$ cat src/rtl/mul8_ha_pkg.sv
// Shared types and constants for the 8x8 HA-array final-addition stage.
// arr_value gives the weighted contribution of one row-pair array.
package mul8_ha_pkg;

  localparam int NUM_ARR = 4;
  localparam int B_W     = 7;
  localparam int T_W     = 9;
  localparam int OUT_W   = 16;
  localparam int SUM_W   = 17;

  typedef struct packed {
    logic [B_W-1:0] b;
    logic [T_W-1:0] t;
  } ha_arr_t;

  function automatic logic [SUM_W-1:0] arr_value(
    input int unsigned    k,
    input logic [B_W-1:0] b,
    input logic [T_W-1:0] t
  );
    logic [SUM_W-1:0] w_t;
    logic [SUM_W-1:0] w_b;
    w_t = SUM_W'(t);
    w_b = SUM_W'(b) << 2;
    return (w_t + w_b) << (2 * k);
  endfunction

endpackage

$ cat src/rtl/unsigned_mul_8x8_ha_accum_if.sv
// Handshake and data bundle between the HA stage, the accumulator
// and its consumer.
interface unsigned_mul_8x8_ha_accum_if;
  import mul8_ha_pkg::*;

  logic             in_valid;
  logic             in_ready;
  logic [B_W-1:0]   ha_array_0_b;
  logic [B_W-1:0]   ha_array_1_b;
  logic [B_W-1:0]   ha_array_2_b;
  logic [B_W-1:0]   ha_array_3_b;
  logic [T_W-1:0]   ha_array_0_t;
  logic [T_W-1:0]   ha_array_1_t;
  logic [T_W-1:0]   ha_array_2_t;
  logic [T_W-1:0]   ha_array_3_t;
  logic             out_valid;
  logic             out_ready;
  logic [OUT_W-1:0] product;
  logic             ovf;

  modport master (
    output in_valid,
    output ha_array_0_b, ha_array_1_b,
    output ha_array_2_b, ha_array_3_b,
    output ha_array_0_t, ha_array_1_t,
    output ha_array_2_t, ha_array_3_t,
    output out_ready,
    input  in_ready, out_valid,
    input  product, ovf
  );

  modport slave (
    input  in_valid,
    input  ha_array_0_b, ha_array_1_b,
    input  ha_array_2_b, ha_array_3_b,
    input  ha_array_0_t, ha_array_1_t,
    input  ha_array_2_t, ha_array_3_t,
    input  out_ready,
    output in_ready, out_valid,
    output product, ovf
  );

endinterface

$ cat src/rtl/mul8_ha_pipe_reg.sv
// One valid/ready register slice; data loads only with a valid beat.
// Ready toward upstream is combinational on downstream ready only.
module mul8_ha_pipe_reg #(
  parameter int W = 17
) (
  input  logic         clk,
  input  logic         rst_n,
  input  logic         i_valid,
  output logic         o_ready,
  input  logic [W-1:0] i_data,
  output logic         o_valid,
  input  logic         i_ready,
  output logic [W-1:0] o_data
);

  logic         r_valid;
  logic [W-1:0] r_data;
  logic         w_adv;

  assign w_adv   = !r_valid || i_ready;
  assign o_ready = w_adv;
  assign o_valid = r_valid;
  assign o_data  = r_data;

  // advance the slice whenever it is empty or being drained
  always_ff @(posedge clk or negedge rst_n) begin
    if (!rst_n) begin
      r_valid <= 1'b0;
      r_data  <= '0;
    end else if (w_adv) begin
      r_valid <= i_valid;
      if (i_valid) r_data <= i_data;
    end
  end

endmodule

$ cat src/rtl/unsigned_mul_8x8_ha_accum.sv
// Reduces four HA row-pair arrays to a 16-bit product plus overflow.
// Stage 1 forms two pair sums, stage 2 the final 17-bit sum.
module unsigned_mul_8x8_ha_accum
  import mul8_ha_pkg::*;
#(
  parameter int NUM_ARR = mul8_ha_pkg::NUM_ARR
) (
  input logic                         clk,
  input logic                         rst_n,
  unsigned_mul_8x8_ha_accum_if.slave  bus
);

  if (NUM_ARR != 4) begin : g_bad_num_arr
    $error("unsigned_mul_8x8_ha_accum: NUM_ARR must be 4");
  end

  ha_arr_t          w_arr [4];
  logic [SUM_W-1:0] w_v   [4];
  logic [SUM_W-1:0] w_p01;
  logic [SUM_W-1:0] w_p23;
  logic [2*SUM_W-1:0] w_s1_data;
  logic             w_s1_valid;
  logic             w_s2_ready;
  logic [SUM_W-1:0] w_sum;
  logic [SUM_W-1:0] w_s2_data;

  assign w_arr[0] = {bus.ha_array_0_b, bus.ha_array_0_t};
  assign w_arr[1] = {bus.ha_array_1_b, bus.ha_array_1_t};
  assign w_arr[2] = {bus.ha_array_2_b, bus.ha_array_2_t};
  assign w_arr[3] = {bus.ha_array_3_b, bus.ha_array_3_t};

  for (genvar k = 0; k < 4; k++) begin : g_val
    assign w_v[k] = arr_value(k, w_arr[k].b, w_arr[k].t);
  end

  assign w_p01 = w_v[0] + w_v[1];
  assign w_p23 = w_v[2] + w_v[3];

  mul8_ha_pipe_reg #(.W(2*SUM_W)) u_s1 (
    .clk     (clk),
    .rst_n   (rst_n),
    .i_valid (bus.in_valid),
    .o_ready (bus.in_ready),
    .i_data  ({w_p23, w_p01}),
    .o_valid (w_s1_valid),
    .i_ready (w_s2_ready),
    .o_data  (w_s1_data)
  );

  assign w_sum = w_s1_data[SUM_W-1:0]
               + w_s1_data[2*SUM_W-1:SUM_W];

  mul8_ha_pipe_reg #(.W(SUM_W)) u_s2 (
    .clk     (clk),
    .rst_n   (rst_n),
    .i_valid (w_s1_valid),
    .o_ready (w_s2_ready),
    .i_data  (w_sum),
    .o_valid (bus.out_valid),
    .i_ready (bus.out_ready),
    .o_data  (w_s2_data)
  );

  assign bus.product = w_s2_data[OUT_W-1:0];
  assign bus.ovf     = w_s2_data[SUM_W-1];

endmodule

$ cat src/flat_wrapper.sv
// flat-port wrapper written by rule: the top's interface ports become plain ports
module unsigned_mul_8x8_ha_accum_flat import mul8_ha_pkg::*;
#(
  parameter int NUM_ARR = mul8_ha_pkg::NUM_ARR
)
  (clk, rst_n, bus_in_valid, bus_ha_array_0_b, bus_ha_array_1_b, bus_ha_array_2_b, bus_ha_array_3_b, bus_ha_array_0_t, bus_ha_array_1_t, bus_ha_array_2_t, bus_ha_array_3_t, bus_out_ready, bus_in_ready, bus_out_valid, bus_product, bus_ovf);
  unsigned_mul_8x8_ha_accum_if bus_i ();
  input logic clk;
  input logic rst_n;
  input wire logic [$bits(bus_i.in_valid)-1:0] bus_in_valid;
  input wire logic [$bits(bus_i.ha_array_0_b)-1:0] bus_ha_array_0_b;
  input wire logic [$bits(bus_i.ha_array_1_b)-1:0] bus_ha_array_1_b;
  input wire logic [$bits(bus_i.ha_array_2_b)-1:0] bus_ha_array_2_b;
  input wire logic [$bits(bus_i.ha_array_3_b)-1:0] bus_ha_array_3_b;
  input wire logic [$bits(bus_i.ha_array_0_t)-1:0] bus_ha_array_0_t;
  input wire logic [$bits(bus_i.ha_array_1_t)-1:0] bus_ha_array_1_t;
  input wire logic [$bits(bus_i.ha_array_2_t)-1:0] bus_ha_array_2_t;
  input wire logic [$bits(bus_i.ha_array_3_t)-1:0] bus_ha_array_3_t;
  input wire logic [$bits(bus_i.out_ready)-1:0] bus_out_ready;
  output wire logic [$bits(bus_i.in_ready)-1:0] bus_in_ready;
  output wire logic [$bits(bus_i.out_valid)-1:0] bus_out_valid;
  output wire logic [$bits(bus_i.product)-1:0] bus_product;
  output wire logic [$bits(bus_i.ovf)-1:0] bus_ovf;
  assign bus_i.in_valid = bus_in_valid;
  assign bus_i.ha_array_0_b = bus_ha_array_0_b;
  assign bus_i.ha_array_1_b = bus_ha_array_1_b;
  assign bus_i.ha_array_2_b = bus_ha_array_2_b;
  assign bus_i.ha_array_3_b = bus_ha_array_3_b;
  assign bus_i.ha_array_0_t = bus_ha_array_0_t;
  assign bus_i.ha_array_1_t = bus_ha_array_1_t;
  assign bus_i.ha_array_2_t = bus_ha_array_2_t;
  assign bus_i.ha_array_3_t = bus_ha_array_3_t;
  assign bus_i.out_ready = bus_out_ready;
  assign bus_in_ready = bus_i.in_ready;
  assign bus_out_valid = bus_i.out_valid;
  assign bus_product = bus_i.product;
  assign bus_ovf = bus_i.ovf;
  unsigned_mul_8x8_ha_accum #(.NUM_ARR(NUM_ARR)) u_core (.clk(clk), .rst_n(rst_n), .bus(bus_i));
endmodule
$ cat config.mk
export PLATFORM = sky130hd
export DESIGN_NAME = unsigned_mul_8x8_ha_accum_flat
export DESIGN_NICKNAME = d
export VERILOG_FILES = /design/src/rtl/mul8_ha_pkg.sv /design/src/rtl/unsigned_mul_8x8_ha_accum_if.sv /design/src/rtl/mul8_ha_pipe_reg.sv /design/src/rtl/unsigned_mul_8x8_ha_accum.sv /design/src/flat_wrapper.sv
export SDC_FILE = /design/constraint.sdc
export NUM_CORES = 1
export LEC_CHECK = 0
export BUFFER_PORTS_ARGS = -buffer_cell sky130_fd_sc_hd__buf_2
export CAP_MARGIN = 15
export CORE_AREA = 2 2 86 88
export DETAILED_ROUTE_END_ITERATION = 16
export DIE_AREA = 0 0 88 90
export GPL_TIMING_DRIVEN = 0
export PLACE_DENSITY = 0.91
export SYNTH_ARGS = -nofsm -noshare
export SYNTH_HDL_FRONTEND = slang
export SYNTH_SLANG_ARGS = --single-unit
$ cat constraint.sdc
create_clock -name clk -period 2.59 [get_ports clk]
set_input_delay 0.1295 -clock clk [delete_from_list [all_inputs] [get_ports clk]]
set_output_delay 0.1295 -clock clk [all_outputs]
set_load 0.1 [all_outputs]
==> impl_metrics.json, run 1 <==
{
  "grt_max_degree": 46,
  "cts_tree": "built",
  "grtUsageTotal_pct": 19.4,
  "hp-class": "in2reg",
  "ir_drop_uv": 351,
  "gp_congestion": 0.831,
  "whs_ns": 0.0513,
  "p_per_area_mw_per_mm2": 942,
  "critPathCaptureType": "flop",
  "synth.yosys.seq_area_share_pct": 30.1,
  "hpwl_um": 6250,
  "period_share_pct": 95.5,
  "synthCells": 409,
  "cp.arrival_ns": 2.72,
  "synth_edf_count": 0,
  "stdcell_count": 603,
  "fin_worst_skew_ns": 0.00764,
  "start_kind": "primary input",
  "synth-seq-cells": 45,
  "cts_max_level": 2,
  "critPathTopFamily": "adder cells",
  "grt-ovfl-total": 0,
  "die_h_um": 90,
  "seq_area_mm2": 0.00113,
  "grt_pass1_wl_um": 12700,
  "reg2reg_from": "u_core.u_s1.o_data[4]$_DFFE_PN0P_",
  "drc_errors": 0,
  "initial_core_util_pct": 53.2,
  "dieArea_mm2": 0.00792,
  "pin_count": 87,
  "max_cap_violations": 0,
  "startpoint": "bus_ha_array_0_t[2]",
  "crit_fanout": 4,
  "n_fill_cell": 597,
  "dp_slack_ns": -0.269,
  "crit_required_ns": 2.84,
  "placeableCoreArea_mm2": 0.00702,
  "ant_nets": 0,
  "setup_ws_ns": 0.117,
  "cts.reportedPaths.clkPinSlew_ns": 0.09,
  "wl_per_cell_um": 12.4,
  "port_buffers": 86,
  "crit_chain": "buf_2 > ha_1 > fa_1 > a21o_1 > a21oi_2 > o21bai_1 > a21oi_2 > xnor2_1 > ha_1 > o21ai_0 > nand2b_1 > o21ai_1 > or4b_1 > nand2_1",
  "endpoint": "u_core.u_s1.o_data[12]$_DFFE_PN0P_",
  "vias": 3215,
  "drive_gt1_share_pct": 22.4,
  "avgViaCountPerCell": 5.33,
  "synth_warnings": 0,
  "critPathKind": "in2reg",
  "ys.flop_type": "dfrtp_1",
  "final-setup-viol-count": 0,
  "relSlewSlack_pct": 36.7,
  "r2r_cells": 9,
  "cts_buffers": 5,
  "nNetsFinal": 631,
  "final_common_cell": "buf_2",
  "status": "finished, final reports clean",
  "syn_nets": 537,
  "wl_um": 7480,
  "antenna_found_initial": 0,
  "grt_pass1_vias": 3061,
  "p_leak_nw": 2.16,
  "max_stage_delay_ns": 0.49,
  "slowest_stage": "or4b_1",
  "rrSetupSlack_ns": 0.24,
  "slew_violations": 0,
  "fin_crit_ns": 2.47,
  "postSynthAreaPerCell_um2": 9.14,
  "grt_setup_unrepaired": "true",
  "core.rowCount": 31,
  "clk_latency_ns": 0.30,
  "ys_async_sr_fraction_pct": 100,
  "fmax_ghz": 0.404,
  "synth_cell_types": 47,
  "r2r_end": "u_core.u_s2.o_data[12]$_DFFE_PN0P_",
  "root_buffer": "clkbuf_8",
  "placedCellCount": 594,
  "cp_num_cells": 14,
  "worst_pin_slew_ns": 0.949,
  "die_w_um": 88,
  "area_growth_pct": 18.1,
  "multi_input_area_mm2": 0.00254,
  "synth_area_mm2": 0.00374,
  "hold_viol_final": 0,
  "crit_buf_inv": 1,
  "cts_buffer_depth": 2,
  "antenna_cells": 0,
  "drtIter0Drc": 73,
  "firstDrtPassIters": 4,
  "cts.sinks": 45,
  "mostFrequentLayoutCells": "86 x buf_2, 62 x nand2_1, 53 x ha_1"
}
power breakdown:
group          total, mW  switching (mW)  internal [mW]
registers           1.12           0.162          0.955
logic               2.61            1.77          0.842
clock network      0.432           0.240          0.191
cell families (layout without fill, tap and decap cells):
logic type      after synthesis  in the layout  share of synthesized area (%)
simple gates                119            119                           15.0
compound gates              117            117                           20.0
fa+ha+maj                    60             60                           21.5
flops                        45             45                           30.1
xor+xnor                     37             37                           8.67
buf+inv                      23            118                           2.31
mux                           8              8                           2.41
Yosys cell counts (4+ instances only):
cell,number,area share [%]
nand2_1,63,6.3
ha_1,53,18
dfrtp_1,45,30
o21ai_0,26,3.5
a21oi_1,25,3.3
xnor2_1,22,5.2
inv_1,16,1.6
nor2_1,15,1.5
o21ai_1,15,2.0
xor2_1,15,3.5
nor2b_1,11,1.8
o21a_1,10,2.0
a21o_1,9,1.8
mux2_2,8,2.4
nand2b_1,8,1.3
fa_1,7,3.7
clkbuf_1,6,0.60
o31ai_1,6,1.2
nor3_1,4,0.54
o21bai_1,4,0.80
or3_1,4,0.67
cell type report:
type                    instances  area share (%)
clock inverters                 3           0.482
flip-flops and latches         45            25.6
plain buffers                   7           0.624
inverters                      16            1.36
clock buffers                   5            1.56
repair buffers                 87            9.98
multi-input cells             341            57.6
well taps                      99            2.81
sequential cells by signal, indices dropped and copies added, names as in the netlist:
signal               count
u_core.u_s1.o_data      26
u_core.u_s2.o_data      17
u_core.u_s2.o_valid      1
u_core.u_s1.o_valid      1
per-layer routing:
layer | share of wire [%] | routed length (um) | vias up | global-route usage [%]
li1 | - | - | 1647 | -
met1 | 46 | 3410 | 1482 | 25.0
met2 | 49 | 3640 | 75 | 33.6
met3 | 4.2 | 312 | 11 | 2.57
met4 | 1.6 | 121 | 0 | 5.51
met5 | 0 | 0 | - | 0
worst min-delay path by stage:
stage	start	end	slack [ns]	cells after the start
after detailed placement	rst_n	u_core.u_s2.o_data[0]$_DFFE_PN0P_	0.33	1
final	bus_in_valid	u_core.u_s1.o_valid$_DFFE_PN0N_	0.05	2
after CTS	bus_in_valid	u_core.u_s1.o_valid$_DFFE_PN0N_	0.05	2
after global routing	bus_in_valid	u_core.u_s1.o_valid$_DFFE_PN0N_	0.05	2
after global placement	rst_n	u_core.u_s2.o_data[1]$_DFFE_PN0P_	0.32	1
after floorplan	rst_n	u_core.u_s1.o_data[0]$_DFFE_PN0P_	-0.17	0
metrics by stage:
stage | instance area (um2) | util [%] | power [mW] | setup TNS, ns
6_report | 4410 | 62.9 | 4.16 | 0
5_1_grt | 4410 | 62.9 | 4.47 | -0.0133
4_1_cts | 4400 | 62.7 | 4.16 | 0
3_5_place_dp | 4300 | 61.2 | 3.72 | -1.29
3_3_place_gp | 4300 | 61.2 | 3.61 | -0.728
2_1_floorplan | 3740 | - | 3.20 | 0
timing repair:
item,in CTS,in global routing
hold buffers,1,0
setup buffers,0,0
endpoints found under the setup margin,0,5
endpoints found under the hold margin,12,0
resized for setup,0,4
Note: power is estimated with default switching activity, not from simulation.
==> run 2, diff against run 1 <==
==> constraint.sdc (replaced) <==
create_clock -name clk -period 2.4 [get_ports clk]
set_input_delay 0.12 -clock clk [delete_from_list [all_inputs] [get_ports clk]]
set_output_delay 0.12 -clock clk [all_outputs]
set_load 0.1 [all_outputs]
==> run 2 against run 1 <==
Against the previous run: final area is 3.7% higher; sequential power is 8% higher; cell count is 1.0% higher; power is 11% higher; flip-flop and latch count stayed put; wire length is 5.7% higher; global-route usage is 1.0 points higher; via count is 3.5% higher; setup slack worse by 0.054 ns; non-clock buffer count is 6 higher; highest routed layer unchanged.
==> impl_metrics.json, run 2 (synthesis results as in run 1) <==
{
  "final_common_cell": "buf_2",
  "p_comb_share_pct": 64.2,
  "cts_max_level": 2,
  "pin_count": 87,
  "period_share_pct": 97.4,
  "fin_setup_tns_ns": 0,
  "worst_pin_slew_ns": 0.958,
  "p_leak_nw": 2.23,
  "design_area_mm2": 0.00458,
  "drtIter0Drc": 133,
  "clk_latency_ns": 0.29,
  "hp-class": "in2reg",
  "cts.reportedPaths.clkPinSlew_ns": 0.08,
  "nNetsFinal": 637,
  "critPathKind": "reg2reg",
  "place_area_mm2": 0.00435,
  "placedCellCount": 594,
  "dp_slack_ns": -0.394,
  "cts_buffer_depth": 2,
  "fin_worst_skew_ns": 0.00655,
  "dieArea_mm2": 0.00792,
  "grt_setup_unrepaired": "true",
  "antenna_cells": 0,
  "die_w_um": 88,
  "antenna_found_initial": 0,
  "grt_max_degree": 46,
  "swShare_pct": 51.5,
  "vias": 3326,
  "crit_required_ns": 2.58,
  "p_per_area_mw_per_mm2": 1010,
  "cts_tree": "built",
  "crit_fanout": 3,
  "start_kind": "flop",
  "relSlewSlack_pct": 36.1,
  "max_cap_violations": 0,
  "crit_chain": "ha_2 > inv_1 > fa_1 > nor2b_1 > o21ai_1 > and2_4 > o21a_1 > o2111a_1 > or3_1",
  "initial_core_util_pct": 53.2,
  "cts_buffers": 5,
  "startpoint": "u_core.u_s1.o_data[4]$_DFFE_PN0P_",
  "placeableCoreArea_mm2": 0.00702,
  "hpwl_um": 6320,
  "die_h_um": 90,
  "ir_drop_uv": 354,
  "setup_ws_ns": 0.0632,
  "p_sw_mw": 2.38,
  "grtUsageTotal_pct": 20.4,
  "grt_pass1_wl_um": 13400,
  "fmax_ghz": 0.428,
  "stdcell_count": 609,
  "power_frac_seq_pct": 26.2,
  "ant_nets": 0,
  "wl_um": 7910,
  "drc_errors": 0,
  "min_from": "bus_in_valid",
  "largest_reg_flops": 26,
  "avgViaCountPerCell": 5.46,
  "root_buffer": "clkbuf_8",
  "grt_pass1_vias": 3214,
  "final-setup-viol-count": 0,
  "core.rowCount": 31,
  "pwr-share-clk_pct": 9.6,
  "max_stage_delay_ns": 0.39,
  "wl_per_cell_um": 13.0,
  "fin_crit_ns": 2.34,
  "gp_congestion": 0.824,
  "hold_viol_final": 0,
  "reg2reg_from": "u_core.u_s1.o_data[4]$_DFFE_PN0P_",
  "cp.arrival_ns": 2.52,
  "cts.sinks": 45,
  "port_buffers": 86,
  "grt-ovfl-total": 0,
  "drive_gt1_share_pct": 26.3,
  "area_growth_pct": 22.4,
  "firstDrtPassIters": 4,
  "status": "finished, final reports clean",
  "slew_violations": 0,
  "slowest_stage": "fa_1",
  "intPower_mw": 2.25,
  "critPathCaptureType": "flop",
  "mostFrequentLayoutCells": "84 x buf_2, 62 x nand2_1, 49 x ha_1"
}
run 2: per-layer routing:
layer / vias to the layer above / track usage (%) / part of all wire [%]
li1: 1663 / - / -
met1: 1550 / 25.4 / 44
met2: 103 / 36.3 / 51
met3: 10 / 2.57 / 4.0
met4: 0 / 6.03 / 1.2
met5: - / 0 / 0
run 2: worst max-delay path, delay by kind of cell, from the launching register on:
family / cells / cell delay [ns]
and+or+nand+nor: 3 / 0.69
buffers and inverters: 1 / 0.05
adders and majority gates: 2 / 0.58
DFF: 1 / 0.37
AOI/OAI and AO/OA: 3 / 0.52
run 2: area by class of cell:
cell class                      instances  area [um2]
Buffer                                  7        36.3
Clock buffer                            6        72.6
Clock inverter                          2        10.0
Fill cell                             546        2440
Inverter                               16        60.1
Multi-Input combinational cell        341        2650
Sequential cell                        45        1130
Tap cell                               99         124
Timing Repair Buffer                   93         498
run 2: through the flow:
step	power [mW]	utilization (%)	hold slack, ns
finish	4.63	65.2	0.0489
global route	4.96	65.2	0.0525
CTS	4.50	63.3	0.0483
detailed placement	4.02	61.9	0.319
global placement	3.92	61.9	0.308
floorplan	3.48	-	-0.176
run 2: path summary, 6_finish.rpt:
kind,end,slack [ns],cells after the start
max,u_core.u_s2.o_data[12]$_DFFE_PN0P_,0.06,9
min,u_core.u_s1.o_valid$_DFFE_PN0N_,0.05,2
max reg2reg,u_core.u_s2.o_data[12]$_DFFE_PN0P_,0.06,9
min reg2reg,u_core.u_s2.o_data[2]$_DFFE_PN0P_,0.47,2
max in group asynchronous,u_core.u_s2.o_valid$_DFFE_PN0P_,1.18,2
min in group asynchronous,u_core.u_s2.o_data[0]$_DFFE_PN0P_,0.52,2
run 2: timing repair:
item / CTS / global route
hold buffers: 1 / 0
pin swaps: 0 / 15
resized for setup: 2 / 19
buffers inserted: 0 / 6
setup endpoints to repair: 1 / 7
hold endpoints to repair: 13 / 0
run 2: power by group through the flow:
stage / Combinational [mW] / Sequential [mW] / Clock, mW
final: 2.97 / 1.21 / 0.445
after global routing: 3.22 / 1.24 / 0.489
after CTS: 2.83 / 1.21 / 0.456
after detailed placement: 2.80 / 1.22 / 0
after global placement: 2.71 / 1.21 / 0
after floorplan: 1.46 / 2.02 / 0
==> run 3, diff against run 2 <==
--- a/config.mk
+++ b/config.mk
@@ -7,9 +7,9 @@
 export LEC_CHECK = 0
 export BUFFER_PORTS_ARGS = -buffer_cell sky130_fd_sc_hd__buf_2
 export CAP_MARGIN = 15
-export CORE_AREA = 2 2 86 88
+export CORE_AREA = 2 2 90 84
 export DETAILED_ROUTE_END_ITERATION = 16
-export DIE_AREA = 0 0 88 90
+export DIE_AREA = 0 0 92 86
 export GPL_TIMING_DRIVEN = 0
 export PLACE_DENSITY = 0.91
 export SYNTH_ARGS = -nofsm -noshare
==> run 3 against run 2 <==
Against the previous run: the run now ends with hold timing left; sequential power about the same; global-route usage increased by 0.91 points; utilization is 1.3 points higher; maximum frequency shrank 0.25%; critical endpoint is now u_core.u_s1.o_data[12]$_DFFE_PN0P_; largest power group unchanged; register-to-register slack gained 0.097 ns; count of clock-buffer cells in the layout is 1 lower.
==> impl_metrics.json, run 3 (synthesis results as in run 1) <==
{
  "die_w_um": 92,
  "fin_worst_skew_ns": 0.00800,
  "ant_nets": 0,
  "slew_violations": 0,
  "placeableCoreArea_mm2": 0.00689,
  "hp-class": "in2async",
  "root_buffer": "clkbuf_8",
  "final_common_cell": "buf_2",
  "grt_pass1_wl_um": 13800,
  "critPathCaptureType": "flop",
  "antenna_found_initial": 0,
  "drive_gt1_share_pct": 26.0,
  "period_share_pct": 97.6,
  "total_power_mw": 4.83,
  "cts.reportedPaths.clkPinSlew_ns": 0.08,
  "start_kind": "primary input",
  "largest_reg_flops": 26,
  "mostFrequentLayoutCells": "84 x buf_2, 62 x nand2_1, 49 x ha_1",
  "dieArea_mm2": 0.00791,
  "core.rowCount": 29,
  "hold_viol_final": 45,
  "drtIter0Drc": 118,
  "design_area_mm2": 0.00458,
  "ir_drop_uv": 405,
  "place_area_mm2": 0.00434,
  "port_buffers": 86,
  "vias": 3296,
  "gp_congestion": 0.859,
  "area_growth_pct": 22.6,
  "firstDrtPassIters": 4,
  "p_leak_nw": 2.23,
  "cp.arrival_ns": 2.58,
  "max_cap_violations": 0,
  "fmax_ghz": 0.427,
  "cts_buffer_depth": 2,
  "grt_pass1_vias": 3215,
  "p_comb_share_pct": 61.2,
  "grt_setup_unrepaired": "true",
  "nNetsFinal": 635,
  "p_sw_mw": 2.39,
  "violations": "hold timing",
  "clk_latency_ns": 0.30,
  "crit_fanout": 2,
  "cts_max_level": 2,
  "slowest_stage": "or4b_1",
  "swShare_pct": 49.5,
  "wl_per_cell_um": 13.6,
  "n_fill_cell": 582,
  "setup_ws_ns": 0.0573,
  "cts.sinks": 45,
  "initial_core_util_pct": 54.2,
  "max_stage_delay_ns": 0.49,
  "ctsHoldBuffers": 0,
  "pwr-share-clk_pct": 13.8,
  "final-setup-viol-count": 0,
  "crit_chain": "buf_2 > ha_2 > fa_2 > a21o_1 > a21oi_2 > o21bai_1 > a21oi_2 > xnor2_1 > ha_1 > o21ai_0 > nand2b_1 > o21ai_2 > or4b_1 > nand2_1",
  "antenna_cells": 0,
  "startpoint": "bus_ha_array_0_t[2]",
  "grt-ovfl-total": 0,
  "reg2reg_from": "u_core.u_s1.o_data[21]$_DFFE_PN0P_",
  "whs_ns": -0.0203,
  "fin_crit_ns": 2.34,
  "intPower_mw": 2.44,
  "drc_errors": 0,
  "critPathKind": "in2reg",
  "crit_path_frequent_cell": "a21oi_2",
  "crit_required_ns": 2.64,
  "dp_slack_ns": -0.338,
  "power_frac_seq_pct": 25.0,
  "grtUsageTotal_pct": 21.3,
  "relSlewSlack_pct": 34.5,
  "hpwl_um": 6500,
  "cts_buffers": 5,
  "p_per_area_mw_per_mm2": 1050,
  "cts_tree": "built",
  "pin_count": 87,
  "grt_max_degree": 46,
  "status": "finished with violations",
  "die_h_um": 86,
  "worst_pin_slew_ns": 0.983,
  "avgViaCountPerCell": 5.48,
  "wl_um": 8150
}
==> run 3: worst paths after layout <==
check | depth (start not counted) | end | slack, ns
min in group clk | 2 | u_core.u_s1.o_data[0]$_DFFE_PN0P_ | 0.06
worst min-delay path | 1 | u_core.u_s2.o_data[10]$_DFFE_PN0P_ | -0.02
max in group asynchronous | 1 | u_core.u_s2.o_valid$_DFFE_PN0P_ | 1.72
worst max register to register | 9 | u_core.u_s2.o_data[12]$_DFFE_PN0P_ | 0.16
worst min register to register | 2 | u_core.u_s2.o_data[0]$_DFFE_PN0P_ | 0.47
worst max-delay path | 14 | u_core.u_s1.o_data[12]$_DFFE_PN0P_ | 0.06
==> run 3: critical path, delay by kind of cell <==
family                   cells  cell delay (ns)
adder cells (fa/ha/maj)      3             0.85
buffers and inverters        1             0.10
AO/OA/AOI/OAI                6             0.73
AND/OR/NAND/NOR              3             0.70
XOR/XNOR                     1             0.08
==> run 3: power groups by stage <==
| stage | registers (mW) | clock network [mW] | logic (mW) |
|---|---|---|---|
| CTS | 1.21 | 0.673 | 2.86 |
| finish | 1.21 | 0.664 | 2.96 |
| global route | 1.24 | 0.713 | 3.21 |
| floorplan | 2.02 | 0 | 1.46 |
| detailed placement | 1.22 | 0 | 2.82 |
| global placement | 1.20 | 0 | 2.73 |
==> run 3: layout make-up <==
type                       instances  area (um2)  share of cell area, %
multi-input combinational        341        2630                   57.3
sequential                        45        1130                   24.7
timing repair buffer              91         480                   10.5
tap                               93         116                   2.54
clock buffer                       5        68.8                   1.50
clock inverter                     3        65.1                   1.42
inverter                          16        60.1                   1.31
buffer                             7        36.3                  0.792
==> run 3: through the flow <==
stage | utilization (%) | hold slack, ns | setup TNS, ns | instances
after CTS | 65.1 | 0.00296 | 0 | 597
after detailed placement | 62.9 | 0.323 | -1.82 | 588
after global placement | 62.9 | 0.310 | -1.13 | 588
after floorplan | - | -0.176 | -0.681 | 409
final | 66.5 | -0.0203 | 0 | 601
after global routing | 66.5 | 0.0482 | -0.0282 | 601
==> run 3: routing by layer <==
layer,vias to the layer above,share of wire [%],wire [um],global-route usage [%]
met5,-,0,0,0
li1,1660,-,-,-
met1,1536,45,3670,25.6
met3,17,4.2,344,3.43
met2,83,49,4030,39.6
met4,0,1.3,109,5.83
==> run 3: what timing repair did <==
item / in CTS / in global routing
resized for setup: 2 / 15
buffers inserted: 1 / 4
pin swaps: 1 / 11
endpoints found under the setup margin: 1 / 5
